### src/rtl/modulation_oscillator.sv
// Square-wave modulation oscillator for the lock-in path.
// Produces the phase counter and sign for the demodulating mixer, plus a
// signed +/-amplitude plant drive. Software loads a period/amplitude set
// into a pending slot; the set takes effect only on a full-period boundary.
module modulation_oscillator #(
  parameter int counterBitDepth   = 5,
  parameter int ampBitDepth       = 12,
  parameter int HALF_PERIOD_RESET = 16
) (
  input  logic                              clk64,
  input  logic                              reset,
  input  logic                              enable,
  input  logic                              loadIn,
  input  logic [counterBitDepth-1:0]        halfPeriodIn,
  input  logic signed [ampBitDepth-1:0]     amplitudeIn,
  output logic                              loadAck,
  output logic                              pendingOut,
  output logic [counterBitDepth-1:0]        counterOut,
  output logic                              signOut,
  output logic                              syncOut,
  output logic signed [ampBitDepth:0]       modOut
);

  localparam int CW = counterBitDepth;
  localparam int AW = ampBitDepth;

  localparam logic [CW-1:0] CNT_ZERO = {CW{1'b0}};
  localparam logic [CW-1:0] CNT_ONE  = {{(CW-1){1'b0}}, 1'b1};
  localparam logic [CW-1:0] HALF_RST = CW'(HALF_PERIOD_RESET);
  localparam logic [AW-1:0] AMP_ZERO = {AW{1'b0}};
  localparam logic [AW:0]   MOD_ZERO = {(AW+1){1'b0}};

  // Run state is simply the sampled enable; no extra state register needed.
  typedef enum logic {
    STOPPED = 1'b0,
    RUNNING = 1'b1
  } run_state_t;

  run_state_t state_s;

  // Internal state registers (counter/sign are the counterOut/signOut ports).
  logic [CW-1:0]        active_half_r;
  logic signed [AW-1:0] active_amp_r;
  logic [CW-1:0]        pend_half_r;
  logic signed [AW-1:0] pend_amp_r;
  logic                 pend_valid_r;

  // Next-state values.
  logic [CW-1:0]        counter_s;
  logic                 sign_s;
  logic [CW-1:0]        active_half_s;
  logic signed [AW-1:0] active_amp_s;
  logic [CW-1:0]        pend_half_s;
  logic signed [AW-1:0] pend_amp_s;
  logic                 pend_valid_s;
  logic                 sync_s;
  logic                 ack_s;
  logic signed [AW:0]   amp_ext_s;
  logic signed [AW:0]   mod_s;
  logic                 at_end_s;

  assign state_s  = enable ? RUNNING : STOPPED;
  assign at_end_s = (counterOut == (active_half_r - CNT_ONE));

  // Next-state: phase advance, boundary handover of the pending set, capture.
  always_comb begin
    counter_s     = counterOut;
    sign_s        = signOut;
    active_half_s = active_half_r;
    active_amp_s  = active_amp_r;
    pend_half_s   = pend_half_r;
    pend_amp_s    = pend_amp_r;
    pend_valid_s  = pend_valid_r;
    sync_s        = 1'b0;
    ack_s         = 1'b0;

    case (state_s)
      RUNNING: begin
        if (at_end_s) begin
          counter_s = CNT_ZERO;
          sign_s    = ~signOut;
          // Negative-to-positive wrap starts a new full period.
          if (!signOut) begin
            sync_s = 1'b1;
            if (pend_valid_r) begin
              active_half_s = pend_half_r;
              active_amp_s  = pend_amp_r;
              pend_valid_s  = 1'b0;
              ack_s         = 1'b1;
            end else begin
              ack_s = 1'b0;
            end
          end else begin
            sync_s = 1'b0;
          end
        end else begin
          counter_s = counterOut + CNT_ONE;
        end
      end
      STOPPED: begin
        counter_s = counterOut;
      end
      default: begin
        counter_s = counterOut;
      end
    endcase

    // Capture after the boundary handover so a same-cycle load stays pending.
    if (loadIn) begin
      pend_half_s  = (halfPeriodIn == CNT_ZERO) ? CNT_ONE : halfPeriodIn;
      pend_amp_s   = amplitudeIn;
      pend_valid_s = 1'b1;
    end else begin
      pend_valid_s = pend_valid_s;
    end

    // Full-width negation keeps -(-2^(AW-1)) representable.
    amp_ext_s = {active_amp_s[AW-1], active_amp_s};
    if (sign_s) begin
      mod_s = amp_ext_s;
    end else begin
      mod_s = -amp_ext_s;
    end
  end

  // State and output registers; all outputs change on the same edge.
  always_ff @(posedge clk64) begin
    if (reset) begin
      counterOut    <= CNT_ZERO;
      signOut       <= 1'b1;
      syncOut       <= 1'b0;
      loadAck       <= 1'b0;
      modOut        <= MOD_ZERO;
      active_half_r <= HALF_RST;
      active_amp_r  <= AMP_ZERO;
      pend_half_r   <= CNT_ONE;
      pend_amp_r    <= AMP_ZERO;
      pend_valid_r  <= 1'b0;
    end else begin
      counterOut    <= counter_s;
      signOut       <= sign_s;
      syncOut       <= sync_s;
      loadAck       <= ack_s;
      modOut        <= mod_s;
      active_half_r <= active_half_s;
      active_amp_r  <= active_amp_s;
      pend_half_r   <= pend_half_s;
      pend_amp_r    <= pend_amp_s;
      pend_valid_r  <= pend_valid_s;
    end
  end

  assign pendingOut = pend_valid_r;

endmodule

### config.mk
export PLATFORM = sky130hd
export DESIGN_NAME = modulation_oscillator
export DESIGN_NICKNAME = d
export VERILOG_FILES = /design/src/rtl/modulation_oscillator.sv
export SDC_FILE = /design/constraint.sdc
export NUM_CORES = 1
export LEC_CHECK = 0
export CORE_UTILIZATION = 50
export DETAILED_ROUTE_END_ITERATION = 12
export PLACE_DENSITY = 0.75
export SLEW_MARGIN = 10
export SYNTH_ARGS = -nofsm -noshare
export SYNTH_HDL_FRONTEND = slang
export SYNTH_SLANG_ARGS = --single-unit
export TNS_END_PERCENT = 10
### constraint.sdc
create_clock -name clk64 -period 8.9 [get_ports clk64]
set_input_delay 1.78 -clock clk64 [delete_from_list [all_inputs] [get_ports clk64]]
set_output_delay 1.78 -clock clk64 [all_outputs]
set_load 0.1 [all_outputs]
== Yosys cells after proc, flatten, opt, wreduce, memory -nomap -nowiden ==
Cells that the tools add are included.
Storage, ports and cells
  register bits: 56
  output and inout bits: 22
  logic and storage cells: 42
Cells by class
  add/sub/neg operators: 3
  equal/unequal tests: 2
  multiplexer cells: 17
  bitwise operators: 3
  reductions and logical operators: 7
Operators by type and width (count)
  two-way mux 12 bit: 4
  two-way mux 5 bit: 3
  two-way mux 13 bit: 1
  negation 12 -> 13 bit: 1
  two-way mux 1 bit: 9
  adder 5 x 1 -> 5 bit (second input constant): 1
  == test 5 bit: 1
  logical NOT 5 bit: 1
  subtractor 5 x 1 -> 5 bit (second input constant): 1
  AND reduction 4 bit: 1
  nonzero test 2 bit: 2
  OR reduction 4 bit: 1
  NOT 1 bit: 3
  AND reduction 3 bit: 1
  OR reduction 3 bit: 1
  inequality test 2 bit (second input constant): 1

== Depth between registers and ports, before layout ==
Gate-level depths: netlist of run 1.
  depth in word-level cells: 6
  gate-level depth with buffers: 13
  gate-level depth less buffers: 12

== Worst setup path before layout of run 1 ==
No wires, ideal clock.
  kind: input to register
  start point: input port enable
  end point: register modOut[6]
  setup time: 121 ps
  data arrival time: 3722 ps
  required time: 8779 ps
  setup slack: 5057 ps
  stages: 10
  cell sequence: buf_2 nand3_1 buf_4 nor2_8 mux2i_1 ha_1 nand2_1 nor3_4 a221oi_2 mux2_4
Between the ends
  longest elaborated chain between the ends: 4
RTL lines
  start: declaration: line 12  | input logic enable,
  two-way mux 1 bit (*): line 62  | assign state_s = enable ? RUNNING : STOPPED;
  two-way mux 12 bit: line 77  | case (state_s)
  negation 12 -> 13 bit: line 122  | mod_s = -amp_ext_s;
  two-way mux 13 bit (*): line 119  | if (sign_s) begin
  end signal: assignment: line 144  | modOut <= mod_s;
  end: declaration: line 21  | output logic signed [ampBitDepth:0] modOut
Every way passes the cells marked *; elsewhere a longest branch is shown, timed or not.
A chain may end at the register's enable or synchronous reset.

== Final worst setup path of run 1 ==
Same ends and word-level chain as after synthesis.

==> impl_metrics.ini, run 1 <==
[status]
status = finished, final reports clean

[floorplanning]
ioPinCount = 43
dieArea_mm2 = 0.00548
core_area_mm2 = 0.00485
fp.dieW_um = 74.0
dieHeight_um = 74.0
num_rows = 25
start_util = 0.535

[timing]
worst_slack_ns = 4.24
hold_viol_final = 0
slew_headroom = 0.351
min_period_over_period = 0.524
rsz0062_at_grt = false
max_freq_ghz = 0.215
slew_viol_final = 0
setup_viol = 0
tightestPinTransition_ns = 0.971
min_period_ns = 4.66
clock_skew_ns = 0.00402
finalSetupTns_ns = 0

[logic_synthesis]
synth_nets = 294
yosys_warnings = 0
synth_edf_count = 0
ys_types = 50
postSynthCellCount = 269
avgSynthCellArea_um2 = 9.64
ys_ff_latch = 55
async_reset_ff_frac = 0
seq_area_frac_synth = 0.425
synth_area_mm2 = 0.00259
synth_ff_type = dfxtp_1

[place]
dp_hpwl_um = 3920
post-place-cells = 365
gp_congestion = 0.800
place_ws_ns = 3.97
portBuffers = 42

[grt]
grt_pass1_vias = 1925
grt_max_degree = 42
grt_pass1_wl_um = 9180
gr-total-overflow = 0
globalRouteTotalUtil = 0.221
antenna_found_initial = 0

[layout]
drive_gt1_frac = 0.0882
instances_no_fill = 373
num_antenna_cells = 0
nets = 330
syn2layout_area_growth_pct = 20.6

[clock_network]
htreeDepth = 2
clk_latency_ns = 0.30
clock-root-buffer = clkbuf_8
cts_made_buffers = 5
cts_tree = yes
ctsResizeCount = 0
cts.sinks = 55
post-cts-setup-buffer-count = 0
cts.clk_slew.worst_paths_ns = 0.09
clockBufferDepth = 2
cts.hold.buffers_added = 0

[power]
ir_drop_mv = 0.106
power.density_mw_per_mm2 = 145
total_leakage_power_nw = 1.26

[route]
wl_per_cell_um = 15.0
wl_um = 5600
viasPerCell = 5.50
postRouteAntennaNets = 0
vias = 2051
drt-initial-drc-count = 159
first_pass_iters = 4
drc = 0

[critical_path]
start_kind = primary input
end_kind = flop
setup.worst_path.class = primary input to flop
required_ns = 9.10
cp.arrival_ns = 4.86
cp_max_fo = 11

[hold_path]
hp-class = flop to flop

[run]
cap_viol_max_count = 0
[logic make-up (layout without fill, tap and decap cells)]
kind of cell	after synthesis	after routing	share of synthesized area
and+or+nand+nor	96	96	0.199
buffers and inverters	25	62	0.0492
DFF	55	55	0.425
xor gates and xnor gates	10	10	0.0367
AOI/OAI and AO/OA	45	45	0.134
adders and majority gates	4	4	0.0193
muxes	34	34	0.138
[cells in the mapped netlist (5+ instances only)]
library cell / count / area share
a211oi_1: 6 / 0.017
a21oi_1: 10 / 0.019
and3_1: 9 / 0.022
clkbuf_1: 5 / 0.0072
dfxtp_1: 55 / 0.42
inv_1: 8 / 0.012
mux2_1: 6 / 0.026
mux2i_1: 26 / 0.10
nand2_1: 7 / 0.010
nand3_1: 7 / 0.014
nor2_1: 40 / 0.058
nor3_1: 11 / 0.021
o21ai_0: 8 / 0.015
or3_1: 5 / 0.012
xor2_1: 5 / 0.017
[worst max-delay path, stage by stage]
cell and delay [ns]:
clkdlybuf4s50_1 0.70, nand3_1 0.56, nor2_8 0.32, mux2i_1 0.32, ha_1 0.31, nand2_1 0.16
nor3_4 0.24, a221oi_2 0.12, mux2_4 0.33
[report_power, final]
group          internal (mW)  switching [mW]  total [mW]
Combinational         0.0200          0.0260      0.0461
Clock                 0.0712          0.0769       0.148
Sequential             0.252         0.00674       0.259
[placed cells by master (no fill, tap or decap), types with 4 or more instances in the layout]
| cell type | synthesis | routed |
|---|---|---|
| mux2i_1 | 26 | 26 |
| xnor2_1 | 4 | 4 |
| nor2_1 | 40 | 40 |
| o21ai_0 | 8 | 8 |
| and3_1 | 9 | 9 |
| ha_1 | 4 | 4 |
| nand3_1 | 7 | 7 |
| inv_1 | 8 | 8 |
| or3_1 | 5 | 5 |
| a21oi_1 | 10 | 10 |
| nand2_1 | 7 | 7 |
| clkdlybuf4s50_1 | 0 | 42 |
| dfxtp_1 | 55 | 55 |
| mux2_1 | 6 | 6 |
| nor3_1 | 11 | 11 |
| clkbuf_8 | 0 | 7 |
| a211oi_1 | 6 | 6 |
| xor2_1 | 5 | 5 |
[metrics by stage]
stage	utilization	area, um^2	hold slack [ns]	power, mW
after global placement	0.625	3030	0.458	0.310
after CTS	0.645	3130	0.485	0.456
final	0.645	3130	0.494	0.453
after floorplan	-	2590	0.441	0.292
after global routing	0.645	3130	0.500	0.471
after detailed placement	0.625	3030	0.465	0.310
[per-layer routing]
metal	vias to the layer above	global-route usage	share of wire
met5	-	0	0
met4	0	0.0897	0.0086
met3	4	0.0339	0.038
met2	60	0.331	0.46
met1	955	0.317	0.49
li1	1032	-	-
[registers in the layout, indices dropped and copies added, names as in the netlist]
name,flops
pend_amp_r,12
pendingOut,1
modOut,13
signOut,1
counterOut,5
active_half_r,5
syncOut,1
active_amp_r,11
loadAck,1
pend_half_r,5
[layout make-up]
type,instances,area (um^2)
fillers,418,1720
repair buffers,44,435
clock buffers,8,100
inverters,10,42.5
multi-input cells,189,1370
well taps,67,83.8
flip-flops and latches,55,1100
[final timing paths]
check / depth (start not counted) / slack (ns) / end / start
hold reg to reg: 2 / 0.49 / pend_half_r[0] / pend_half_r[0]
setup reg to reg: 10 / 5.36 / modOut[11] / active_half_r[0]
hold / removal: 2 / 0.49 / pend_half_r[0] / pend_half_r[0]
setup / recovery: 9 / 4.24 / modOut[6] / enable
No activity file was read; power rests on OpenSTA's default activity.
==> run 2, diff against run 1 <==
CORE_UTILIZATION = 48   (was 50)
clock period = 4 ns   (was 8.9 ns; I/O delays follow)
==> run 2 against run 1 <==
  * Clock skew rose by 0.011 ns
  * Final cell count rose by 1.6%
  * Worst setup slack got worse by 3.5 ns
  * Largest cell class unchanged
  * Count of clock-buffer cells in the layout fell by 3
  * Global-route usage rose by 0.087 points
  * Clock power rose by 110%
  * Routed wire length rose by 3.2%
  * Combinational power rose by 120%
  * Die area rose by 4.1%
  * Critical path depth did not move
  * Sequential share of layout area fell by 0.17 points
==> impl_metrics.ini, run 2 (synthesized netlist as in run 1, its figures left out) <==
[clock_network]
clockBufferDepth = 2
cts.clk_slew.worst_paths_ns = 0.10
htreeDepth = 2
clock-root-buffer = clkbuf_8
ctsResizeCount = 0
clk_latency_ns = 0.32
cts_made_buffers = 5
post-cts-setup-buffer-count = 0
cts.hold.buffers_added = 0
cts.sinks = 55
cts_tree = yes

[critical_path]
slowest_stage = clkdlybuf4s50_1
start_kind = primary input
cp_max_fo = 11
slowest_delay_ns = 0.69
cp.arrival_ns = 3.45
crit_chain = clkdlybuf4s50_1 -> nand3_1 -> nor2_8 -> mux2i_1 -> ha_1 -> nand2_1 -> nor3_4 -> a221oi_2 -> mux2_4
setup.worst_path.class = primary input to flop
end_kind = flop
required_ns = 4.22

[timing]
hold_viol_final = 0
setup_viol = 0
tightestPinTransition_ns = 0.987
finalSetupTns_ns = 0
max_freq_ghz = 0.309
min_period_over_period = 0.809
clock_skew_ns = 0.0146
slew_headroom = 0.340
rsz0062_at_grt = false
slew_viol_final = 0
min_period_ns = 3.24
worst_slack_ns = 0.764

[layout]
seq_area_mm2 = 0.00110
drive_gt1_frac = 0.100
syn2layout_area_growth_pct = 21.2
fillers = 482
num_antenna_cells = 0
reg_top3 = modOut: 13 flops, pend_amp_r: 12 flops, active_amp_r: 11 flops
final_area_mm2 = 0.00314
final_cell_mix = dfxtp_1, clkdlybuf4s50_1, nor2_1
final_common_cell = dfxtp_1
largest_register_ffs = 13
multi_input_area_mm2 = 0.00137
top_register = modOut
nets = 333
instances_no_fill = 379

[place]
dp_hpwl_um = 4110
gp_congestion = 0.831
placed_area_mm2 = 0.00305
place_ws_ns = 0.430
portBuffers = 42
post-place-cells = 371

[route]
wl_met3_um = 397
viasPerCell = 5.61
first_pass_iters = 5
drt-initial-drc-count = 206
route.met2.wl_um = 2760
postRouteAntennaNets = 0
drc = 0
dr.max_layer_used = met4
wl_met1_um = 2540
vias = 2126
wl_per_cell_um = 15.2
wl_um = 5780

[grt]
antenna_found_initial = 0
gr-total-overflow = 0
grt_pass1_wl_um = 9470
grt_pass1_vias = 1943
globalRouteTotalUtil = 0.222
grt_max_degree = 42

[floorplanning]
start_util = 0.505
fp.dieW_um = 75.5
core_area_mm2 = 0.00514
num_rows = 26
ioPinCount = 43
dieArea_mm2 = 0.00570
dieHeight_um = 75.5

[hold_path]
hp-class = flop to flop

[run]
cap_viol_max_count = 0

[status]
status = finished, final reports clean

[power]
total_leakage_power_nw = 1.26
power.density_mw_per_mm2 = 315
ir_drop_mv = 0.142
## run 2: cell count changes in the layout (fill, tap and decap cells not counted), sizes merged
cell	delta
clkinv	+1
clkinvlp	+2
buf	+3
clkbuf	-3
## run 2: power breakdown
group,switching (mW),internal (mW)
Sequential,0.0154,0.560
Clock,0.188,0.122
Combinational,0.0583,0.0445
## run 2: path summary, 6_finish.rpt
check	from	end	slack, ns	cells after the start
setup / recovery	enable	modOut[6]	0.76	9
hold / removal	pend_half_r[0]	pend_half_r[0]	0.49	2
setup reg to reg	active_half_r[0]	modOut[11]	0.81	10
hold reg to reg	pend_half_r[0]	pend_half_r[0]	0.49	2
## run 2: metrics by stage
| step | power [mW] | hold slack [ns] | util |
|---|---|---|---|
| after global placement | 0.689 | 0.468 | 0.594 |
| after global routing | 1.03 | 0.519 | 0.611 |
| after floorplan | 0.650 | 0.441 | - |
| after CTS | 0.995 | 0.499 | 0.611 |
| after detailed placement | 0.691 | 0.477 | 0.594 |
| final | 0.989 | 0.495 | 0.611 |
## run 2: final cells by class
cell class / instances / share of cell area
clock buffers: 5 / 0.0219
clock inverters: 3 / 0.00637
inverters: 10 / 0.0135
multi-input cells: 189 / 0.434
flip-flops and latches: 55 / 0.350
well taps: 70 / 0.0279
repair buffers: 47 / 0.146
## run 2: worst max-delay path, delay by kind of cell
kind | cells | cell delay [ns]
adders and majority gates | 1 | 0.30
AOI/OAI and AO/OA | 1 | 0.12
buffers and inverters | 1 | 0.69
muxes | 2 | 0.64
and+or+nand+nor | 4 | 0.89
## run 2: metal layers
metal	vias up	track usage
li1	1036	-
met1	1006	0.296
met2	73	0.361
met3	11	0.0489
met4	0	0.0638
met5	-	0
==> run 3, diff against run 2 <==
CORE_UTILIZATION = 50   (was 48)
clock period = 3.35 ns   (was 4 ns; I/O delays follow)
==> run 3 against run 2 <==
  * Clock skew shrank 0.0013 ns
  * Highest routed layer unchanged
  * Largest power group unchanged
  * Via count decreased by 1.8%
  * Critical path type is now flop to flop
  * Global-route usage is 0.22 points higher
  * Die area fell by 3.9%
  * Clock power increased by 40%
==> impl_metrics.ini, run 3 (synthesized netlist as in run 1, its figures left out) <==
[route]
first_pass_iters = 4
drc = 0
postRouteAntennaNets = 0
vias = 2087
drt-initial-drc-count = 147
viasPerCell = 5.52
wl_um = 5540
wl_per_cell_um = 14.7

[timing]
setup_viol = 0
slew_viol_final = 0
slew_headroom = 0.351
min_period_ns = 3.07
clock_skew_ns = 0.0132
rsz0062_at_grt = false
hold_viol_final = 0
tightestPinTransition_ns = 0.971
finalSetupTns_ns = 0
min_period_over_period = 0.915
max_freq_ghz = 0.326

[run]
cap_viol_max_count = 0

[power]
power.density_mw_per_mm2 = 395
ir_drop_mv = 0.306
swShare = 0.244
clock_power_share = 0.349
seqPwrFrac = 0.553
p_switching_mw = 0.303
internal-power_mw = 0.941
p_comb_frac = 0.098
total_leakage_power_nw = 1.31

[layout]
drive_gt1_frac = 0.154
final_common_cell = dfxtp_1
multi_input_area_mm2 = 0.00137
syn2layout_area_growth_pct = 21.4
num_antenna_cells = 0
largest_register_ffs = 13
final_area_mm2 = 0.00315
final_cell_mix = dfxtp_1, nor2_1, clkdlybuf4s50_1
instances_no_fill = 378
top_register = modOut
reg_top3 = modOut: 13 flops, pend_amp_r: 12 flops, active_amp_r: 11 flops
fillers = 419
nets = 336
final_util = 0.650
seq_area_mm2 = 0.00110

[floorplanning]
num_rows = 25
ioPinCount = 43
start_util = 0.535
core_area_mm2 = 0.00485
dieHeight_um = 74.0
dieArea_mm2 = 0.00548
fp.dieW_um = 74.0

[clock_network]
cts.clk_slew.worst_paths_ns = 0.10
htreeDepth = 2
post-cts-setup-buffer-count = 0
clockBufferDepth = 2
clk_latency_ns = 0.31
cts_tree = yes
cts.hold.buffers_added = 0
cts_made_buffers = 5
ctsResizeCount = 0
clock-root-buffer = clkbuf_8
cts.sinks = 55

[grt]
globalRouteTotalUtil = 0.224
gr-total-overflow = 0
grt_pass1_vias = 1894
grt_pass1_wl_um = 9290
antenna_found_initial = 0
grt_max_degree = 41

[hold_path]
hp-class = flop to flop

[place]
portBuffers = 42
post-place-cells = 371
dp_hpwl_um = 4010
gp_congestion = 0.871
placed_area_mm2 = 0.00304

[critical_path]
required_ns = 3.56
start_kind = flop
cp.arrival_ns = 3.28
end_kind = flop
setup.worst_path.class = flop to flop
r2r_slack_ns = 0.28
cp_max_fo = 6

[status]
status = finished, final reports clean
[run 3: cell types whose count changed in the layout (fill, tap and decap cells not counted), sizes merged]
cell	change
buf	+16
clkdlybuf4s50	-13
bufinv	+1
clkinv	-1
clkinvlp	-1
[run 3: metal layers]
metal | GRT usage | wire length (um)
met5 | 0 | 0
met3 | 0.0434 | 291
met4 | 0.0620 | 58
met1 | 0.334 | 2720
met2 | 0.327 | 2470
[run 3: per-stage QoR]
step | setup slack, ns | power, mW | hold slack [ns]
after floorplan | 0.00904 | 0.776 | 0.441
after global placement | 0.321 | 0.822 | 0.448
after detailed placement | 0.235 | 0.825 | 0.459
after CTS | 0.281 | 1.25 | 0.482
after global routing | 0.0743 | 1.29 | 0.512
final | 0.284 | 1.24 | 0.478
[run 3: power groups by stage]
stage	Combinational [mW]	Clock, mW	Sequential (mW)
2_1_floorplan	0.0557	0	0.721
3_3_place_gp	0.121	0	0.702
3_5_place_dp	0.123	0	0.702
4_1_cts	0.123	0.441	0.687
5_1_grt	0.132	0.469	0.690
6_report	0.122	0.434	0.687
[run 3: critical path, cell delays in order (launching register included)]
cell and delay (ns):
dfxtp_1 0.39, inv_1 0.06, ha_1 0.30, xnor2_1 0.13, a211oi_2 0.22, o311ai_4 0.22
nor2_8 0.17, mux2i_1 0.33, ha_1 0.32, nand2_1 0.15, nor3_4 0.22, a221oi_2 0.12
mux2_4 0.32
[run 3: worst paths after layout]
path         cells after the start          endpoint        startpoint
max reg2reg                     12         modOut[6]  active_half_r[0]
min                              2  active_half_r[4]    pend_half_r[4]
max                             12         modOut[6]  active_half_r[0]
min reg2reg                      2  active_half_r[4]    pend_half_r[4]
[run 3: final cells by class]
cell class	count	area share
repair buffers	50	0.142
well taps	67	0.0266
clock buffers	5	0.0219
inverters	10	0.0135
multi-input cells	189	0.433
clock inverters	2	0.0119
flip-flops and latches	55	0.350
